===== src/rtl/fib_bcd_converter_if.sv =====
// Handshake bundle between the Fibonacci engine, the BCD converter and the display stage.
// The slave modport is the converter's view; master is the surrounding environment.
interface fib_bcd_converter_if #(
    parameter int unsigned WIDTH  = 16,
    parameter int unsigned DIGITS = 5
);
    logic [WIDTH-1:0]    fib_dout;
    logic                fib_done;
    logic [4*DIGITS-1:0] bcd_out;
    logic                out_valid;
    logic                out_ready;
    logic                busy;
    logic                overrun;

    modport master (
        output fib_dout, fib_done, out_ready,
        input  bcd_out, out_valid, busy, overrun
    );

    modport slave (
        input  fib_dout, fib_done, out_ready,
        output bcd_out, out_valid, busy, overrun
    );
endinterface


===== src/rtl/fib_bcd_converter.sv =====
// Captures the engine result on the rising edge of done and converts it to packed BCD
// with a one-bit-per-clock double-dabble, presenting the digits on a valid/ready output.
module fib_bcd_converter #(
    parameter int unsigned WIDTH  = 16,
    parameter int unsigned DIGITS = 5
) (
    input logic                   clk,
    input logic                   reset_n,
    fib_bcd_converter_if.slave    bus
);
    localparam int unsigned CW = $clog2(WIDTH) + 1;

    typedef enum logic [1:0] {
        IDLE,
        SHIFT,
        HOLD
    } state_t;

    state_t              state_q, state_d;
    logic                done_q, done_d;
    logic [WIDTH-1:0]    bin_sr_q, bin_sr_d;
    logic [4*DIGITS-1:0] bcd_sr_q, bcd_sr_d;
    logic [CW-1:0]       cnt_q, cnt_d;
    logic [4*DIGITS-1:0] bcd_out_q, bcd_out_d;
    logic                out_valid_q, out_valid_d;
    logic                busy_q, busy_d;
    logic                overrun_q, overrun_d;

    logic                capture;
    logic [4*DIGITS-1:0] bcd_adj;
    logic [4*DIGITS-1:0] bcd_next;
    logic [WIDTH-1:0]    bin_next;

    assign capture = bus.fib_done && !done_q;

    // Add-3 correction on every digit, then the combined register shifts left by one.
    always_comb begin
        bcd_adj = '0;
        for (int unsigned i = 0; i < DIGITS; i++) begin
            if (bcd_sr_q[4*i +: 4] >= 4'd5)
                bcd_adj[4*i +: 4] = bcd_sr_q[4*i +: 4] + 4'd3;
            else
                bcd_adj[4*i +: 4] = bcd_sr_q[4*i +: 4];
        end
        bcd_next = {bcd_adj[4*DIGITS-2:0], bin_sr_q[WIDTH-1]};
        bin_next = {bin_sr_q[WIDTH-2:0], 1'b0};
    end

    always_comb begin
        state_d     = state_q;
        done_d      = bus.fib_done;
        bin_sr_d    = bin_sr_q;
        bcd_sr_d    = bcd_sr_q;
        cnt_d       = cnt_q;
        bcd_out_d   = bcd_out_q;
        out_valid_d = out_valid_q;
        overrun_d   = 1'b0;

        unique case (state_q)
            IDLE: begin
                if (capture) begin
                    bin_sr_d = bus.fib_dout;
                    bcd_sr_d = '0;
                    cnt_d    = '0;
                    state_d  = SHIFT;
                end
            end
            SHIFT: begin
                overrun_d = capture;
                bin_sr_d  = bin_next;
                bcd_sr_d  = bcd_next;
                cnt_d     = cnt_q + 1'b1;
                if (cnt_q == CW'(WIDTH - 1)) begin
                    bcd_out_d   = bcd_next;
                    out_valid_d = 1'b1;
                    state_d     = HOLD;
                end
            end
            HOLD: begin
                // A capture event coinciding with the handshake is still dropped.
                overrun_d = capture;
                if (bus.out_ready) begin
                    out_valid_d = 1'b0;
                    state_d     = IDLE;
                end
            end
            default: begin
                state_d = IDLE;
            end
        endcase

        busy_d = (state_d != IDLE);
    end

    always_ff @(posedge clk or negedge reset_n) begin
        if (!reset_n) begin
            state_q     <= IDLE;
            done_q      <= 1'b0;
            bin_sr_q    <= '0;
            bcd_sr_q    <= '0;
            cnt_q       <= '0;
            bcd_out_q   <= '0;
            out_valid_q <= 1'b0;
            busy_q      <= 1'b0;
            overrun_q   <= 1'b0;
        end else begin
            state_q     <= state_d;
            done_q      <= done_d;
            bin_sr_q    <= bin_sr_d;
            bcd_sr_q    <= bcd_sr_d;
            cnt_q       <= cnt_d;
            bcd_out_q   <= bcd_out_d;
            out_valid_q <= out_valid_d;
            busy_q      <= busy_d;
            overrun_q   <= overrun_d;
        end
    end

    assign bus.bcd_out   = bcd_out_q;
    assign bus.out_valid = out_valid_q;
    assign bus.busy      = busy_q;
    assign bus.overrun   = overrun_q;
endmodule


===== src/flat_wrapper.sv =====
// flat-port wrapper written by rule: the top's interface ports become plain ports
module fib_bcd_converter_flat 
#(
    parameter int unsigned WIDTH  = 16,
    parameter int unsigned DIGITS = 5
)
  (clk, reset_n, bus_fib_dout, bus_fib_done, bus_out_ready, bus_bcd_out, bus_out_valid, bus_busy, bus_overrun);
  fib_bcd_converter_if #(.WIDTH(WIDTH), .DIGITS(DIGITS)) bus_i ();
  input logic clk;
  input logic reset_n;
  input wire logic [$bits(bus_i.fib_dout)-1:0] bus_fib_dout;
  input wire logic [$bits(bus_i.fib_done)-1:0] bus_fib_done;
  input wire logic [$bits(bus_i.out_ready)-1:0] bus_out_ready;
  output wire logic [$bits(bus_i.bcd_out)-1:0] bus_bcd_out;
  output wire logic [$bits(bus_i.out_valid)-1:0] bus_out_valid;
  output wire logic [$bits(bus_i.busy)-1:0] bus_busy;
  output wire logic [$bits(bus_i.overrun)-1:0] bus_overrun;
  assign bus_i.fib_dout = bus_fib_dout;
  assign bus_i.fib_done = bus_fib_done;
  assign bus_i.out_ready = bus_out_ready;
  assign bus_bcd_out = bus_i.bcd_out;
  assign bus_out_valid = bus_i.out_valid;
  assign bus_busy = bus_i.busy;
  assign bus_overrun = bus_i.overrun;
  fib_bcd_converter #(.WIDTH(WIDTH), .DIGITS(DIGITS)) u_core (.clk(clk), .reset_n(reset_n), .bus(bus_i));
endmodule

===== config.mk =====
export PLATFORM = sky130hd
export DESIGN_NAME = fib_bcd_converter_flat
export DESIGN_NICKNAME = d
export VERILOG_FILES = /design/src/rtl/fib_bcd_converter_if.sv /design/src/rtl/fib_bcd_converter.sv /design/src/flat_wrapper.sv
export SDC_FILE = /design/constraint.sdc
export NUM_CORES = 1
export LEC_CHECK = 0
export BUFFER_PORTS_ARGS = -buffer_cell sky130_fd_sc_hd__buf_2
export CELL_PAD_IN_SITES_DETAIL_PLACEMENT = 2
export CELL_PAD_IN_SITES_GLOBAL_PLACEMENT = 2
export CORE_ASPECT_RATIO = 0.7
export CORE_UTILIZATION = 40
export CTS_CLUSTER_SIZE = 14
export DETAILED_ROUTE_END_ITERATION = 6
export HOLD_SLACK_MARGIN = 0.12
export MAX_ROUTING_LAYER = met4
export PLACE_DENSITY = 0.81
export REMOVE_ABC_BUFFERS = 1
export SYNTH_ARGS = -nofsm -noshare
export SYNTH_HDL_FRONTEND = slang
export SYNTH_SLANG_ARGS = --single-unit

===== constraint.sdc =====
create_clock -name clk -period 4.97 [get_ports clk]
set_input_delay 0.2485 -clock clk [delete_from_list [all_inputs] [get_ports clk]]
set_output_delay 0.2485 -clock clk [all_outputs]
set_load 0.005 [all_outputs]

==> results of run 1 <==
==> sequential cells by signal, indices dropped and copies added, names as in the netlist <==
name                  flops
u_core.done_q             1
u_core.bus.overrun        1
u_core.cnt_q              5
u_core.bus.out_valid      1
u_core.bcd_sr_q          20
u_core.bin_sr_q          16
u_core.bus.busy           1
u_core.bus.bcd_out       20
u_core.state_q            2
==> per-stage QoR <==
stage / worst slack [ns] / cell area (um2) / std cells / hold WS, ns
6_report: 2.32 / 3740 / 438 / 0.100
5_1_grt: 2.11 / 3740 / 438 / 0.150
3_5_place_dp: 2.37 / 3430 / 421 / 0.413
4_1_cts: 2.29 / 3740 / 438 / 0.138
3_3_place_gp: 2.50 / 3430 / 421 / 0.407
2_1_floorplan: 2.95 / 3090 / 280 / -0.0471
==> area by class of cell <==
class                   count  area [um2]
repair buffers             44         228
fillers                   798        3740
clock inverters             5        52.6
clock buffers              11         243
well taps                  98         123
multi-input cells         191        1330
inverters                  22        82.6
flip-flops and latches     67        1680
==> how the worst max path moves through the flow <==
stage	cells after the start	from	to	slack, ns
after global routing	6	u_core.state_q[1]	u_core.cnt_q[3]	2.11
after detailed placement	5	u_core.state_q[1]	u_core.bcd_sr_q[15]	2.37
after global placement	5	u_core.state_q[1]	u_core.bin_sr_q[14]	2.50
final	5	u_core.state_q[1]	u_core.bcd_sr_q[7]	2.32
after floorplan	5	u_core.state_q[1]	u_core.bcd_sr_q[11]	2.95
after CTS	5	u_core.state_q[1]	u_core.bcd_sr_q[7]	2.29
==> worst reg2reg max path, delay by kind of cell, from the launching register on <==
family | cells | cell delay [ns]
buf+inv | 1 | 0.12
fa+ha+maj | 1 | 0.66
flops | 1 | 0.39
simple gates | 1 | 0.29
compound gates | 2 | 1.12
==> cells in the final DEF, fill, tap and decap left out, types with 2 or more instances in the layout <==
| cell | instances |
|---|---|
| buf_2 | 42 |
| nand2_1 | 34 |
| a221o_1 | 5 |
| nor2b_1 | 2 |
| inv_1 | 22 |
| dfrtp_1 | 67 |
| mux2i_1 | 12 |
| xnor2_1 | 5 |
| nand2b_1 | 6 |
| clkinv_2 | 3 |
| clkbuf_16 | 9 |
| and3_1 | 6 |
| a21oi_1 | 16 |
| a222oi_1 | 7 |
| mux2_2 | 8 |
| ha_1 | 16 |
| a22o_1 | 10 |
| nor2_1 | 6 |
| nor3b_1 | 9 |
| o21ai_0 | 38 |
==> power by group <==
| group | leakage [nW] | total [mW] | switching, mW | internal (mW) |
|---|---|---|---|---|
| sequential | 0.898 | 0.743 | 0.0879 | 0.656 |
| combinational | 0.812 | 0.498 | 0.305 | 0.193 |
| clock | 0.145 | 0.634 | 0.235 | 0.399 |
==> repair_timing <==
action / 4_1_cts / 5_1_grt
endpoints found under the hold margin: 1 / 0
endpoints found under the setup margin: 0 / 0
hold buffers: 1 / 0
==> metal layers <==
metal	part of all wire	vias up
met3	0.037	8
met1	0.46	1210
li1	-	1113
met4	0.011	0
met5	0	-
met2	0.49	43
==> kinds of logic (layout without fill, tap and decap cells) <==
family	Yosys count	after routing	share of synthesized area
AO/OA/AOI/OAI	79	79	0.159
AND/OR/NAND/NOR	70	70	0.116
flip-flops	67	67	0.529
buffers and inverters	34	82	0.0498
multiplexers	20	20	0.0664
adder cells (fa/ha/maj)	16	16	0.0632
XOR/XNOR	6	6	0.0166
==> summary.md, run 1 <==
| Metric | Value |
|---|---|
| Run status | `finished clean` |
| Reg clk slew, reported paths | `0.06 ns` |
| R2R setup slack | `2.32 ns` |
| IO buf count | `42` |
| Reg2reg path depth | `5` |
| Buf/Inv on CP | `1` |
| Worst R2R End | `u_core.bcd_sr_q[7]` |
| Iteration-0 DRC Markers | `107` |
| Worst setup path class | `flop to flop` |
| Yosys cell types | `32` |
| Post-route DRC | `0` |
| Drt wl/cell | `18.3 um` |
| Synth warnings | `0` |
| I/O Pins | `43` |
| Worst Hold Class | `input pin to async pin` |
| Max rail drop VDD | `0.284 mV` |
| Die Ht | `76.4 um` |
| Unrepaired setup endpoints after global routing | `no` |
| Post-CTS resize count | `0` |
| Initial core utilization | `0.423` |
| Most used routing layer | `met2` |
| Worst Path Required | `5.24 ns` |
| Static Leak | `1.86 nW` |
| Total gr overflow | `0` |
| Worst-Margin Slew | `1.16 ns` |
| Fraction of layout cells with a size suffix above 1 | `0.206` |
| Post-synth top area cell | `dfrtp_1` |
| Post-synth top cells | `dfrtp_1 (67), o21ai_0 (38), nand2_1 (34), inv_1 (22)` |
| Worst-skew pair later-pin latency | `0.33 ns` |
| Post-DP HPWL | `5220 um` |
| Vias in the first global route | `2,614` |
| Synth top area cells | `dfrtp_1 (53%), ha_1 (6.3%), o21ai_0 (6.0%)` |
| GP Congestion | `0.783` |
| Mapped Cells | `292` |
| Number of flops mapped to enable cells by yosys | `0` |
| Synth Register Bits | `67` |
| GR Layer Usage met1 | `0.286` |
| Setup crit start kind | `flop` |
| Min Tclk post-route | `2.65 ns` |
| Core area | `0.00748 mm2` |
| Worst flop-to-flop path startpoint | `u_core.state_q[1]` |
| Crit path largest cell delay | `0.99 ns` |
| DIE AREA | `0.00828 mm2` |
| Largest net degree at the start of global routing | `68` |
| Crit end category | `flop` |
| FP Rows | `26` |
| Routed Antenna Nets | `0` |
| Crit Path Max Fanout | `25` |
| Total clock sinks | `67` |
| # Post-CTS Setup Buffers | `0` |
| Max Slew Vio Count | `0` |
| # nets final | `371` |
| Max-Cap Viols | `0` |
| CTS tree | `done` |
| Post-Syn Area | `0.00317 mm2` |
| Post-layout util | `0.499` |
| Final Power | `1.88 mW` |
| H-Tree Depth | `3` |
| Die Span X | `108 um` |
| Max Freq | `0.377 GHz` |
| Gr usage total | `0.225` |
| Count leader, synth | `dfrtp_1` |
| CTS buffer count | `9` |
| Final Hold Fails | `0` |
| Yosys top cell area share | `0.529` |
| First-pass GRT wire length | `13,700 um` |
| Antenna diode count | `0` |
| PD cells | `502 mW/mm2` |
| Slowest stage cell, crit path | `a21boi_2` |
| Async S/R FF share, synth | `1.00` |
| Drt pass-1 iters | `4` |
| Met2 usage | `0.354` |
| Final Setup Violations | `0` |
| Fin crit share | `0.533` |
| Area Growth Syn to Fin | `18.0%` |
| Via/cell ratio | `5.42` |
| CP delay by family, top | `compound AO/OA/AOI/OAI gates` |
| CP Data Arrival Time | `2.92 ns` |
| Worst path cell trace | `inv_1, ha_1, a21boi_2, and3_1, a221o_1` |
| Setup Skew | `0.00441 ns` |
| Root Driver | `clkbuf_16` |
| Met3 GRT Util | `0.0616` |
| Setup TNS | `0 ns` |
| Rel. slew slack | `0.225` |
| Max clock buf depth | `2` |
| Routed WL | `8000 um` |
| Synthesized area per cell | `10.8 um2` |
| Vias | `2,374` |
| Ys flop type | `dfrtp_1` |
| Antenna violations before repair | `0` |
| Seq/Total Area, Yosys | `0.529` |
(Power assumes the default switching activity.)
==> run 2, diff against run 1 <==
Settings changed: CORE_UTILIZATION 40 to 37, PLACE_DENSITY 0.81 to 0.76.
Clock period 4.97 ns to 2.6 ns, I/O delays scaled along.
==> run 2 against run 1 <==
Net effect: final cell count rose by 4.6%; hold slack improved by 0.023 ns; largest power group unchanged; critical path type unchanged; wire length rose by 5.6%; critical path depth rose by 3; die area rose by 7.9%; largest cell class unchanged; non-clock buffer count rose by 17.
==> summary.md, run 2 (synthesized netlist as in run 1, its figures left out) <==
| Metric | Value |
|---|---|
| Routed WL | `8450 um (was 8000 um)` |
| Total clock sinks | `67 (unchanged)` |
| Setup crit start kind | `flop (unchanged)` |
| Most common cell after layout, fill and taps aside | `dfrtp_1 (unchanged)` |
| Crit end category | `flop (unchanged)` |
| Final Setup Violations | `0 (unchanged)` |
| Core area | `0.00807 mm2 (was 0.00748 mm2)` |
| Final Power | `3.66 mW (was 1.88 mW)` |
| Post-route DRC | `0 (unchanged)` |
| CTS tree | `done (unchanged)` |
| Root Driver | `clkbuf_16 (unchanged)` |
| Static Leak | `1.93 nW (was 1.86 nW)` |
| Total gr overflow | `0 (unchanged)` |
| Max rail drop VDD | `0.488 mV (was 0.284 mV)` |
| Worst-skew pair later-pin latency | `0.33 ns (about the same)` |
| Hold Slack | `0.124 ns (was 0.100 ns)` |
| Reg clk slew, reported paths | `0.06 ns (about the same)` |
| GP Congestion | `0.775 (was 0.783)` |
| Antenna violations before repair | `0 (unchanged)` |
| Max Slew Vio Count | `0 (unchanged)` |
| Post-CTS resize count | `0 (unchanged)` |
| CTS buffer count | `9 (unchanged)` |
| Most numerous cell on the critical path | `inv_1` |
| Vias | `2,436 (was 2,374)` |
| Rel. slew slack | `0.490 (was 0.225)` |
| DIE AREA | `0.00894 mm2 (was 0.00828 mm2)` |
| Vias in the first global route | `2,732 (was 2,614)` |
| FP Rows | `27 (was 26)` |
| Final setup margin | `0.492 ns (was 2.32 ns)` |
| Crit Path Max Fanout | `49 (was 25)` |
| Gr usage total | `0.216 (was 0.225)` |
| CP delay by family, top | `buffers and inverters (was compound AO/OA/AOI/OAI gates)` |
| Worst setup path class | `flop to flop (unchanged)` |
| Initial core utilization | `0.392 (was 0.423)` |
| H-Tree Depth | `3 (unchanged)` |
| Routed Antenna Nets | `0 (unchanged)` |
| PD cells | `934 mW/mm2 (was 502 mW/mm2)` |
| Worst-Margin Slew | `0.765 ns (was 1.16 ns)` |
| Drt wl/cell | `18.4 um (was 18.3 um)` |
| # nets final | `388 (was 371)` |
| Area Growth Syn to Fin | `23.8% (was 18.0%)` |
| First-pass GRT wire length | `14,100 um (was 13,700 um)` |
| Die Ht | `79.4 um (was 76.4 um)` |
| Worst path cell trace | `inv_1, ha_1, buf_4, and2b_1, nor2_4, buf_12, a222oi_1, inv_1 (was inv_1, ha_1, a21boi_2, and3_1, a221o_1)` |
| Fraction of layout cells with a size suffix above 1 | `0.199 (was 0.206)` |
| Max clock buf depth | `2 (unchanged)` |
| Run status | `finished clean (unchanged)` |
| Pre-CTS setup slack | `0.516 ns (was 2.37 ns)` |
| Most frequent cells in the layout | `dfrtp_1 (67), buf_2 (42), o21ai_0 (38), nand2_1 (34), inv_1 (22) (unchanged)` |
| Die Span X | `113 um (was 108 um)` |
| Drt pass-1 iters | `4 (unchanged)` |
| Iteration-0 DRC Markers | `82 (was 107)` |
| Worst Path Required | `2.80 ns (was 5.24 ns)` |
| Buf/Inv on CP | `4 (was 1)` |
| Setup Skew | `0.00508 ns (was 0.00441 ns)` |
| Fin crit share | `0.811 (was 0.533)` |
| Final Hold Fails | `0 (unchanged)` |
| Post-DP HPWL | `5510 um (was 5220 um)` |
| CP Data Arrival Time | `2.31 ns (was 2.92 ns)` |
| Max Freq | `0.474 GHz (was 0.377 GHz)` |
| Min Tclk post-route | `2.11 ns (was 2.65 ns)` |
| I/O Pins | `43 (unchanged)` |
| IO buf count | `42 (unchanged)` |
| Via/cell ratio | `5.32 (was 5.42)` |
| Slowest stage cell, crit path | `dfrtp_1 (was a21boi_2)` |
| Largest net degree at the start of global routing | `50 (was 68)` |
| Antenna diode count | `0 (unchanged)` |
| Unrepaired setup endpoints after global routing | `no (unchanged)` |
| Setup TNS | `0 ns (unchanged)` |
| Worst Hold Class | `input pin to flop (was input pin to async pin)` |
| Max-Cap Viols | `0 (unchanged)` |
| Crit path largest cell delay | `0.40 ns (was 0.99 ns)` |
==> run 2: cell types whose count changed in the layout (fill, tap and decap cells not counted), sizes merged <==
cell / delta
clkinvlp: -1
dlygate4sd3: +13
clkbuf: +3
buf: +4
clkinv: -2
==> run 2: where the power goes <==
part	switching, mW	internal, mW	total, mW
clock network	0.431	0.768	1.20
logic	0.614	0.422	1.04
registers	0.172	1.25	1.43
total	1.22	2.44	3.66
==> run 2: final cells by class <==
class	count	area, um2
fillers	846	4150
flip-flops and latches	67	1680
multi-input cells	191	1330
repair buffers	61	413
clock buffers	14	254
well taps	101	126
inverters	22	82.6
clock inverters	2	35.0
==> run 2: through the flow <==
stage | util | area [um2] | std cells
after floorplan | - | 3090 | 280
after global placement | 0.432 | 3490 | 428
after detailed placement | 0.432 | 3490 | 428
after CTS | 0.486 | 3920 | 458
after global routing | 0.486 | 3920 | 458
final | 0.486 | 3920 | 458
==> run 2: layer usage <==
| metal | wire length (um) | vias to the layer above | GRT usage |
|---|---|---|---|
| met5 | 0 | - | - |
| met4 | 16 | 0 | 0.0640 |
| met3 | 237 | 2 | 0.0554 |
| met2 | 4340 | 48 | 0.363 |
| met1 | 3860 | 1238 | 0.257 |
| li1 | - | 1148 | - |
==> run 2: final timing paths <==
path	start	to	slack, ns	cells past startpoint
setup reg to reg	u_core.state_q[1]	u_core.bin_sr_q[10]	0.49	8
min in group asynchronous	reset_n	u_core.bcd_sr_q[9]	0.42	2
max in group asynchronous	reset_n	u_core.bcd_sr_q[16]	1.53	3
hold reg to reg	u_core.bus.bcd_out[5]	u_core.bus.bcd_out[5]	0.47	2
hold / removal	bus_fib_dout[2]	u_core.bin_sr_q[2]	0.12	3
setup / recovery	u_core.state_q[1]	u_core.bin_sr_q[10]	0.49	8
==> run 2: what timing repair did <==
item                                   CTS  global route
endpoints found under the hold margin   43             0
setup buffers                            0             0
hold buffers                            14             0
==> run 2: worst min-delay path: cells and delay by family <==
| kind | cells | cell delay (ns) |
|---|---|---|
| buffers and inverters | 1 | 0.08 |
| AOI/OAI and AO/OA | 1 | 0.15 |
| muxes | 1 | 0.05 |
